<file path="config.mk">
export PLATFORM = sky130hd
export DESIGN_NAME = vend_panel_arbiter
export DESIGN_NICKNAME = d
export VERILOG_FILES = /design/src/rtl/vend_pkg.sv /design/src/rtl/rr_picker.sv /design/src/rtl/vend_panel_arbiter.sv
export SDC_FILE = /design/constraint.sdc
export NUM_CORES = 1
export LEC_CHECK = 0
export CELL_PAD_IN_SITES_DETAIL_PLACEMENT = 2
export CELL_PAD_IN_SITES_GLOBAL_PLACEMENT = 2
export CORE_MARGIN = 5
export CORE_UTILIZATION = 19
export CTS_BUF_LIST = sky130_fd_sc_hd__clkbuf_8
export DETAILED_ROUTE_END_ITERATION = 8
export PLACE_DENSITY = 0.85
export SLEW_MARGIN = 20
export SYNTH_ARGS = -nofsm -noshare
export SYNTH_HDL_FRONTEND = slang
export SYNTH_SLANG_ARGS = --single-unit
</file>
<file path="constraint.sdc">
create_clock -name clk -period 2.15 [get_ports clk]
set_clock_uncertainty 0.15 [all_clocks]
set_input_delay 0.43 -clock clk [delete_from_list [all_inputs] [get_ports clk]]
set_output_delay 0.43 -clock clk [all_outputs]
set_load 0.02 [all_outputs]
</file>
<file path="src/rtl/vend_pkg.sv">
// Shared constants for the vending panel arbiter: coin values, button codes, prices, FSM states.
// Also holds the pure event-legality and vend-start helpers used at accept time.
package vend_pkg;

    localparam logic [15:0] COIN_10  = 16'd10;
    localparam logic [15:0] COIN_20  = 16'd20;
    localparam logic [15:0] COIN_50  = 16'd50;
    localparam logic [15:0] COIN_100 = 16'd100;
    localparam logic [15:0] COIN_200 = 16'd200;

    localparam logic [1:0] BTN_NONE  = 2'b00;
    localparam logic [1:0] BTN_WATER = 2'b01;
    localparam logic [1:0] BTN_SODA  = 2'b11;

    localparam logic [15:0] WATER_PRICE = 16'd30;
    localparam logic [15:0] SODA_PRICE  = 16'd50;

    typedef enum logic [1:0] {
        ARB_IDLE = 2'd0,
        ARB_OWN  = 2'd1,
        ARB_FWD  = 2'd2,
        ARB_VEND = 2'd3
    } arb_state_e;

    // A coin alone, or a drink button alone; anything else is dropped.
    function automatic logic ev_is_legal(input logic [15:0] coin, input logic [1:0] btn);
        logic coin_ok;
        coin_ok = (coin == COIN_10) || (coin == COIN_20) || (coin == COIN_50) ||
                  (coin == COIN_100) || (coin == COIN_200);
        if (btn == BTN_NONE) begin
            return coin_ok;
        end
        return ((btn == BTN_WATER) || (btn == BTN_SODA)) && (coin == 16'd0);
    endfunction

    function automatic logic ev_starts_vend(input logic [1:0] btn, input logic [15:0] credit);
        return ((btn == BTN_WATER) && (credit >= WATER_PRICE)) ||
               ((btn == BTN_SODA)  && (credit >= SODA_PRICE));
    endfunction

endpackage

</file>
<file path="src/rtl/rr_picker.sv">
// N-way round-robin one-hot selector: search starts one position past the one-hot 'last'.
// Purely combinational.
module rr_picker #(
    parameter int N = 2
) (
    input  logic [N-1:0] req,
    input  logic [N-1:0] last,
    output logic [N-1:0] pick
);

    int   last_idx;
    logic found;

    always_comb begin
        pick     = '0;
        last_idx = 0;
        found    = 1'b0;
        for (int i = 0; i < N; i++) begin
            if (last[i]) begin
                last_idx = i;
            end
        end
        for (int k = 1; k <= N; k++) begin
            for (int i = 0; i < N; i++) begin
                if (!found && req[i] && (i == ((last_idx + k) % N))) begin
                    pick[i] = 1'b1;
                    found   = 1'b1;
                end
            end
        end
    end

endmodule

</file>
<file path="src/rtl/vend_panel_arbiter.sv">
// Grants one panel exclusive use of the vending core per purchase session; forwards one event per 2 cycles.
// Optional idle-ownership timeout is compiled in with VEND_ARB_TIMEOUT_EN.
module vend_panel_arbiter
    import vend_pkg::*;
#(
    parameter int N_PANELS    = 2,
    parameter int TIMEOUT_CYC = 1000
) (
    input  logic                    clk,
    input  logic                    rst,
    input  logic [N_PANELS-1:0]     req_valid,
    input  logic [16*N_PANELS-1:0]  req_coin,
    input  logic [2*N_PANELS-1:0]   req_button,
    output logic [N_PANELS-1:0]     req_ready,
    output logic [N_PANELS-1:0]     req_reject,
    output logic [N_PANELS-1:0]     grant,
    output logic [15:0]             core_coin,
    output logic [1:0]              core_button,
    input  logic                    core_idle,
    input  logic [15:0]             core_credit,
    input  logic [1:0]              core_beverage
);

    // Resetting 'last' to the top panel makes panel 0 the first winner.
    localparam logic [N_PANELS-1:0] LAST_RST = {1'b1, {(N_PANELS-1){1'b0}}};

    arb_state_e          state_q;
    logic [N_PANELS-1:0] grant_q;
    logic [N_PANELS-1:0] last_q;
    logic [N_PANELS-1:0] reject_q;
    logic [15:0]         coin_q;
    logic [1:0]          btn_q;
    logic                vend_q;
    logic                seen_q;

    logic [15:0]         own_coin;
    logic [1:0]          own_btn;
    logic                own_vld;
    logic                accept;
    logic                ev_legal;
    logic                ev_vend;
    logic [N_PANELS-1:0] pick;
    logic                tmo_hit;

    rr_picker #(.N(N_PANELS)) u_rr_picker (
        .req  (req_valid),
        .last (last_q),
        .pick (pick)
    );

    always_comb begin
        own_coin = '0;
        own_btn  = '0;
        for (int i = 0; i < N_PANELS; i++) begin
            if (grant_q[i]) begin
                own_coin = req_coin[16*i +: 16];
                own_btn  = req_button[2*i +: 2];
            end
        end
    end

    assign own_vld  = |(req_valid & grant_q);
    assign accept   = (state_q == ARB_OWN) && own_vld && core_idle;
    assign ev_legal = ev_is_legal(own_coin, own_btn);
    // Vend decision uses the credit seen at accept, before the core adds anything.
    assign ev_vend  = ev_legal && ev_starts_vend(own_btn, core_credit);

`ifdef VEND_ARB_TIMEOUT_EN
    localparam logic [31:0] TMO_LAST = 32'(TIMEOUT_CYC - 1);
    logic [31:0] tmo_q;

    assign tmo_hit = (state_q == ARB_OWN) && !accept && (core_credit == 16'd0) && (tmo_q == TMO_LAST);

    always_ff @(posedge clk or posedge rst) begin
        if (rst) begin
            tmo_q <= '0;
        end else if ((state_q != ARB_OWN) || accept || (core_credit != 16'd0) || tmo_hit) begin
            tmo_q <= '0;
        end else begin
            tmo_q <= tmo_q + 32'd1;
        end
    end
`else
    assign tmo_hit = 1'b0;
`endif

    always_ff @(posedge clk or posedge rst) begin
        if (rst) begin
            state_q  <= ARB_IDLE;
            grant_q  <= '0;
            last_q   <= LAST_RST;
            reject_q <= '0;
            coin_q   <= '0;
            btn_q    <= '0;
            vend_q   <= 1'b0;
            seen_q   <= 1'b0;
        end else begin
            reject_q <= '0;
            coin_q   <= '0;
            btn_q    <= '0;
            case (state_q)
                ARB_IDLE: begin
                    if (|req_valid) begin
                        grant_q <= pick;
                        state_q <= ARB_OWN;
                    end
                end
                ARB_OWN: begin
                    if (accept) begin
                        if (ev_legal) begin
                            coin_q <= own_coin;
                            btn_q  <= own_btn;
                        end else begin
                            reject_q <= grant_q;
                        end
                        vend_q  <= ev_vend;
                        state_q <= ARB_FWD;
                    end else if (tmo_hit) begin
                        last_q  <= grant_q;
                        grant_q <= '0;
                        state_q <= ARB_IDLE;
                    end
                end
                ARB_FWD: begin
                    seen_q  <= 1'b0;
                    state_q <= vend_q ? ARB_VEND : ARB_OWN;
                end
                ARB_VEND: begin
                    if (core_beverage != 2'b00) begin
                        seen_q <= 1'b1;
                    end
                    if (seen_q && core_idle) begin
                        if (core_credit == 16'd0) begin
                            last_q  <= grant_q;
                            grant_q <= '0;
                            state_q <= ARB_IDLE;
                        end else begin
                            state_q <= ARB_OWN;
                        end
                    end
                end
                default: state_q <= ARB_IDLE;
            endcase
        end
    end

    assign req_ready   = accept ? grant_q : '0;
    assign req_reject  = reject_q;
    assign grant       = grant_q;
    assign core_coin   = coin_q;
    assign core_button = btn_q;

endmodule

</file>
==> impl_table.tex <==
\begin{tabular}{lr}
\hline
Metric & Value \\
\hline
\multicolumn{2}{l}{\textbf{GRT}} \\
Number of antenna violations at the first check in global routing & 0 \\
Global-route wire length before repair & 11,600 um \\
Total routing usage reported by global routing & 0.153 \\
Total gr overflow & 0 \\
Largest net degree at the start of global routing & 28 \\
Vias in the first global route & 2,096 \\
\multicolumn{2}{l}{\textbf{Power}} \\
Switching power of the nets & 933 uW \\
LEAKAGE & 0.00130 uW \\
Part of the total power dissipated in combinational logic & 0.625 \\
Cell Int Power & 1490 uW \\
Maximum vdd ir drop & 0.393 mV \\
Sw Ratio & 0.385 \\
Relative contribution of sequential cells to total power & 0.245 \\
PD cells & 801 nW/um2 \\
Clock share of power & 0.131 \\
\multicolumn{2}{l}{\textbf{Logic synthesis}} \\
Synth warnings & 0 \\
Number of distinct library cells after synthesis & 46 \\
Mean cell area of the mapped netlist & 9.32 um2 \\
Number of enable-type register cells in the synthesized netlist & 0 \\
Count of mapped cells out of synthesis & 153 \\
Share of flip-flops with an asynchronous set or reset & 1.00 \\
Seq/Total Area, Yosys & 0.475 \\
Predominant post-synthesis flop cell & sky130\_fd\_sc\_hd\_\_dfrtp\_1 \\
Mapped cell area & 1430 um2 \\
Number of synthesized register bits & 27 \\
\multicolumn{2}{l}{\textbf{Timing}} \\
Tcrit/Tclk final & 1.11 \\
Final max-slew violation count & 0 \\
Fin worst setup slack & -0.230 ns \\
Minimum hold slack & 0.383 ns \\
Final Setup Violations & 9 \\
Achievable frequency & 420 MHz \\
Final critical path time including I/O delays and setup & 2.38 ns \\
Sum of negative setup slack & -1.11 ns \\
RSZ-0062 raised after global routing & yes \\
Final Hold Fails & 0 \\
\multicolumn{2}{l}{\textbf{Outcome}} \\
Outcome & finished, violations left \\
Violated checks & negative setup slack \\
\multicolumn{2}{l}{\textbf{Clocking}} \\
Worst skew pair latency & 0.28 ns \\
Clock-pin slew on the worst setup and hold paths & 0.11 ns \\
Cell chosen for the clock root & sky130\_fd\_sc\_hd\_\_clkbuf\_8 \\
Num CTS Buffers & 3 \\
Number of H-tree branching levels & 1 \\
Number of hold-repair buffers added at the cts stage & 0 \\
Number of sinks driven by the clock tree & 27 \\
Clock buffer depth & 2 \\
Clock tree from TritonCTS & yes \\
\multicolumn{2}{l}{\textbf{Critical path}} \\
Crit-path most repeated cell & sky130\_fd\_sc\_hd\_\_o21ai\_0 \\
Arrival time at the worst endpoint & 2.46 ns \\
Crit Path Category & input pin to register \\
Crit path cell chain & clkdlybuf4s50\_1 > o21ai\_0 > o21ai\_0 > or4\_4 > a211o\_4 > o21ba\_4 \\
Critical-path cell with the highest stage delay & sky130\_fd\_sc\_hd\_\_or4\_4 \\
Critical path required time & 2.23 ns \\
Start of the worst register-to-register path & grant[1] \\
Worst Path Max Fanout & 7 \\
Critical Path Source Type & input pin \\
Crit. Startpoint & req\_coin[16] \\
Biggest cell delay along the critical path & 0.51 ns \\
Kind of end point of the critical path & register \\
\multicolumn{2}{l}{\textbf{Cells and area}} \\
Most frequent cells in the layout & 68 x sky130\_fd\_sc\_hd\_\_clkdlybuf4s50\_1, 57 x sky130\_fd\_sc\_hd\_\_buf\_4, 24 x sky130\_fd\_sc\_hd\_\_dfrtp\_1 \\
Post-layout net count & 360 \\
Filler Cell Count & 816 \\
Most common cell after layout, fill and taps aside & sky130\_fd\_sc\_hd\_\_clkdlybuf4s50\_1 \\
Area grow syn2layout & 112\% \\
Antenna Diode Count & 0 \\
Share of final-layout standard cells stronger than drive strength 1 & 0.327 \\
\multicolumn{2}{l}{\textbf{Drt}} \\
Total wirelength of the detailed-routed design & 7400 um \\
DRC violation total after the first TritonRoute iteration & 86 \\
First-pass iteration count of the detailed router & 4 \\
Via count of the routed design & 1,807 \\
Remaining antenna violation count after routing & 0 \\
Average routed wire per standard cell & 18.5 um \\
Count of unresolved DRC violations after routing & 0 \\
Drt via density & 4.53 \\
\multicolumn{2}{l}{\textbf{Floorplan}} \\
Vertical die dimension & 96.6 um \\
Floorplan die area & 9340 um2 \\
Core region area & 7290 um2 \\
Top Ports & 83 \\
Die boundary width & 96.6 um \\
Rows & 31 \\
Starting density of the core & 0.196 \\
\multicolumn{2}{l}{\textbf{Placed design}} \\
Detailed-placement wirelength estimate & 5500 um \\
Placer's final routability congestion estimate & 0.779 \\
Number of buffers inserted by port buffering & 82 \\
Setup slack after placement & -0.617 ns \\
\multicolumn{2}{l}{\textbf{Min path}} \\
Hold crit path type & input pin to async pin \\
\multicolumn{2}{l}{\textbf{Job}} \\
Count of maximum capacitance violations & 0 \\
\hline
\end{tabular}
[kinds of logic (layout without fill, tap and decap cells)]
group | count (synthesis) | after routing | share of synthesized area
AOI/OAI and AO/OA | 45 | 45 | 0.214
buffers and inverters | 8 | 147 | 0.0289
DFF | 27 | 27 | 0.475
muxes | 2 | 2 | 0.0149
other | 1 | 9 | 0.00263
and+or+nand+nor | 70 | 70 | 0.265
[cells in the mapped netlist, drive strengths merged, types with 3 or more instances]
cell type  number  area [um2]
dfrtp          26         651
nor2           19        71.3
o21ai          17        85.1
nand2          13        48.8
a21oi           6        30.0
or4             6        48.8
a22oi           5        42.5
nand3           5        25.0
and2            4        25.0
buf             4        26.3
nor2b           4        27.5
nor3            4        20.0
nor4            4        25.0
inv             3        11.3
[per-layer routing]
| layer | track usage | share of wire | wire [um] | up-vias |
|---|---|---|---|---|
| met5 | 0 | 0 | 0 | - |
| met1 | 0.179 | 0.41 | 3040 | 902 |
| met3 | 0.0237 | 0.036 | 264 | 4 |
| met4 | 0.0259 | 0.0059 | 44 | 0 |
| met2 | 0.296 | 0.55 | 4050 | 50 |
| li1 | - | - | - | 851 |
[worst max-delay path: cells and delay by family]
| kind | cells | cell delay, ns |
|---|---|---|
| buffers and inverters | 1 | 0.48 |
| and+or+nand+nor | 1 | 0.51 |
| AOI/OAI and AO/OA | 4 | 1.04 |
[worst paths after layout]
kind                                end  slack [ns]  cells after the start
max                        core_coin[2]       -0.23                      6
min reg2reg                      vend_q        0.42                      2
max in group asynchronous     last_q[1]        1.14                      3
min in group clk                 vend_q        0.42                      2
max reg2reg                core_coin[2]       -0.23                      7
min                        core_coin[6]        0.38                      3
[timing repair]
| item | in CTS | in global routing |
|---|---|---|
| pin swaps | 15 | 11 |
| endpoints found under the setup margin | 17 | 15 |
| gates cloned | 0 | 0 |
| setup buffers | 9 | 2 |
| gates resized for setup | 39 | 16 |
[sequential cells by signal, indices dropped and copies added, names as in the netlist]
name	flops
vend_q	1
core_coin	16
seen_q	1
state_q	2
req_reject	2
last_q	1
grant	2
core_button	2
[cell type report]
cell class	count	area, um2	share of cell area
Clock buffer	3	41.3	0.0137
Clock inverter	1	8.76	0.00290
Inverter	3	11.3	0.00373
Multi-Input combinational cell	126	886	0.293
Sequential cell	27	679	0.225
Tap cell	99	124	0.0410
Timing Repair Buffer	140	1270	0.421
[through the flow]
stage / utilization / instances / instance area [um2] / total power (uW)
final: 0.415 / 399 / 3020 / 2420
after global placement: 0.379 / 385 / 2760 / 1760
after floorplan: - / 161 / 1480 / 1100
after global routing: 0.415 / 399 / 3020 / 2560
after detailed placement: 0.379 / 385 / 2760 / 1830
after CTS: 0.403 / 397 / 2940 / 2330
[power groups by stage]
stage	combinational, uW	clock, uW	sequential [uW]
after global routing	1610	351	597
final	1510	316	592
after detailed placement	1210	0	615
after floorplan	484	0	621
after global placement	1140	0	614
after CTS	1400	332	589
(Power assumes the default switching activity.)
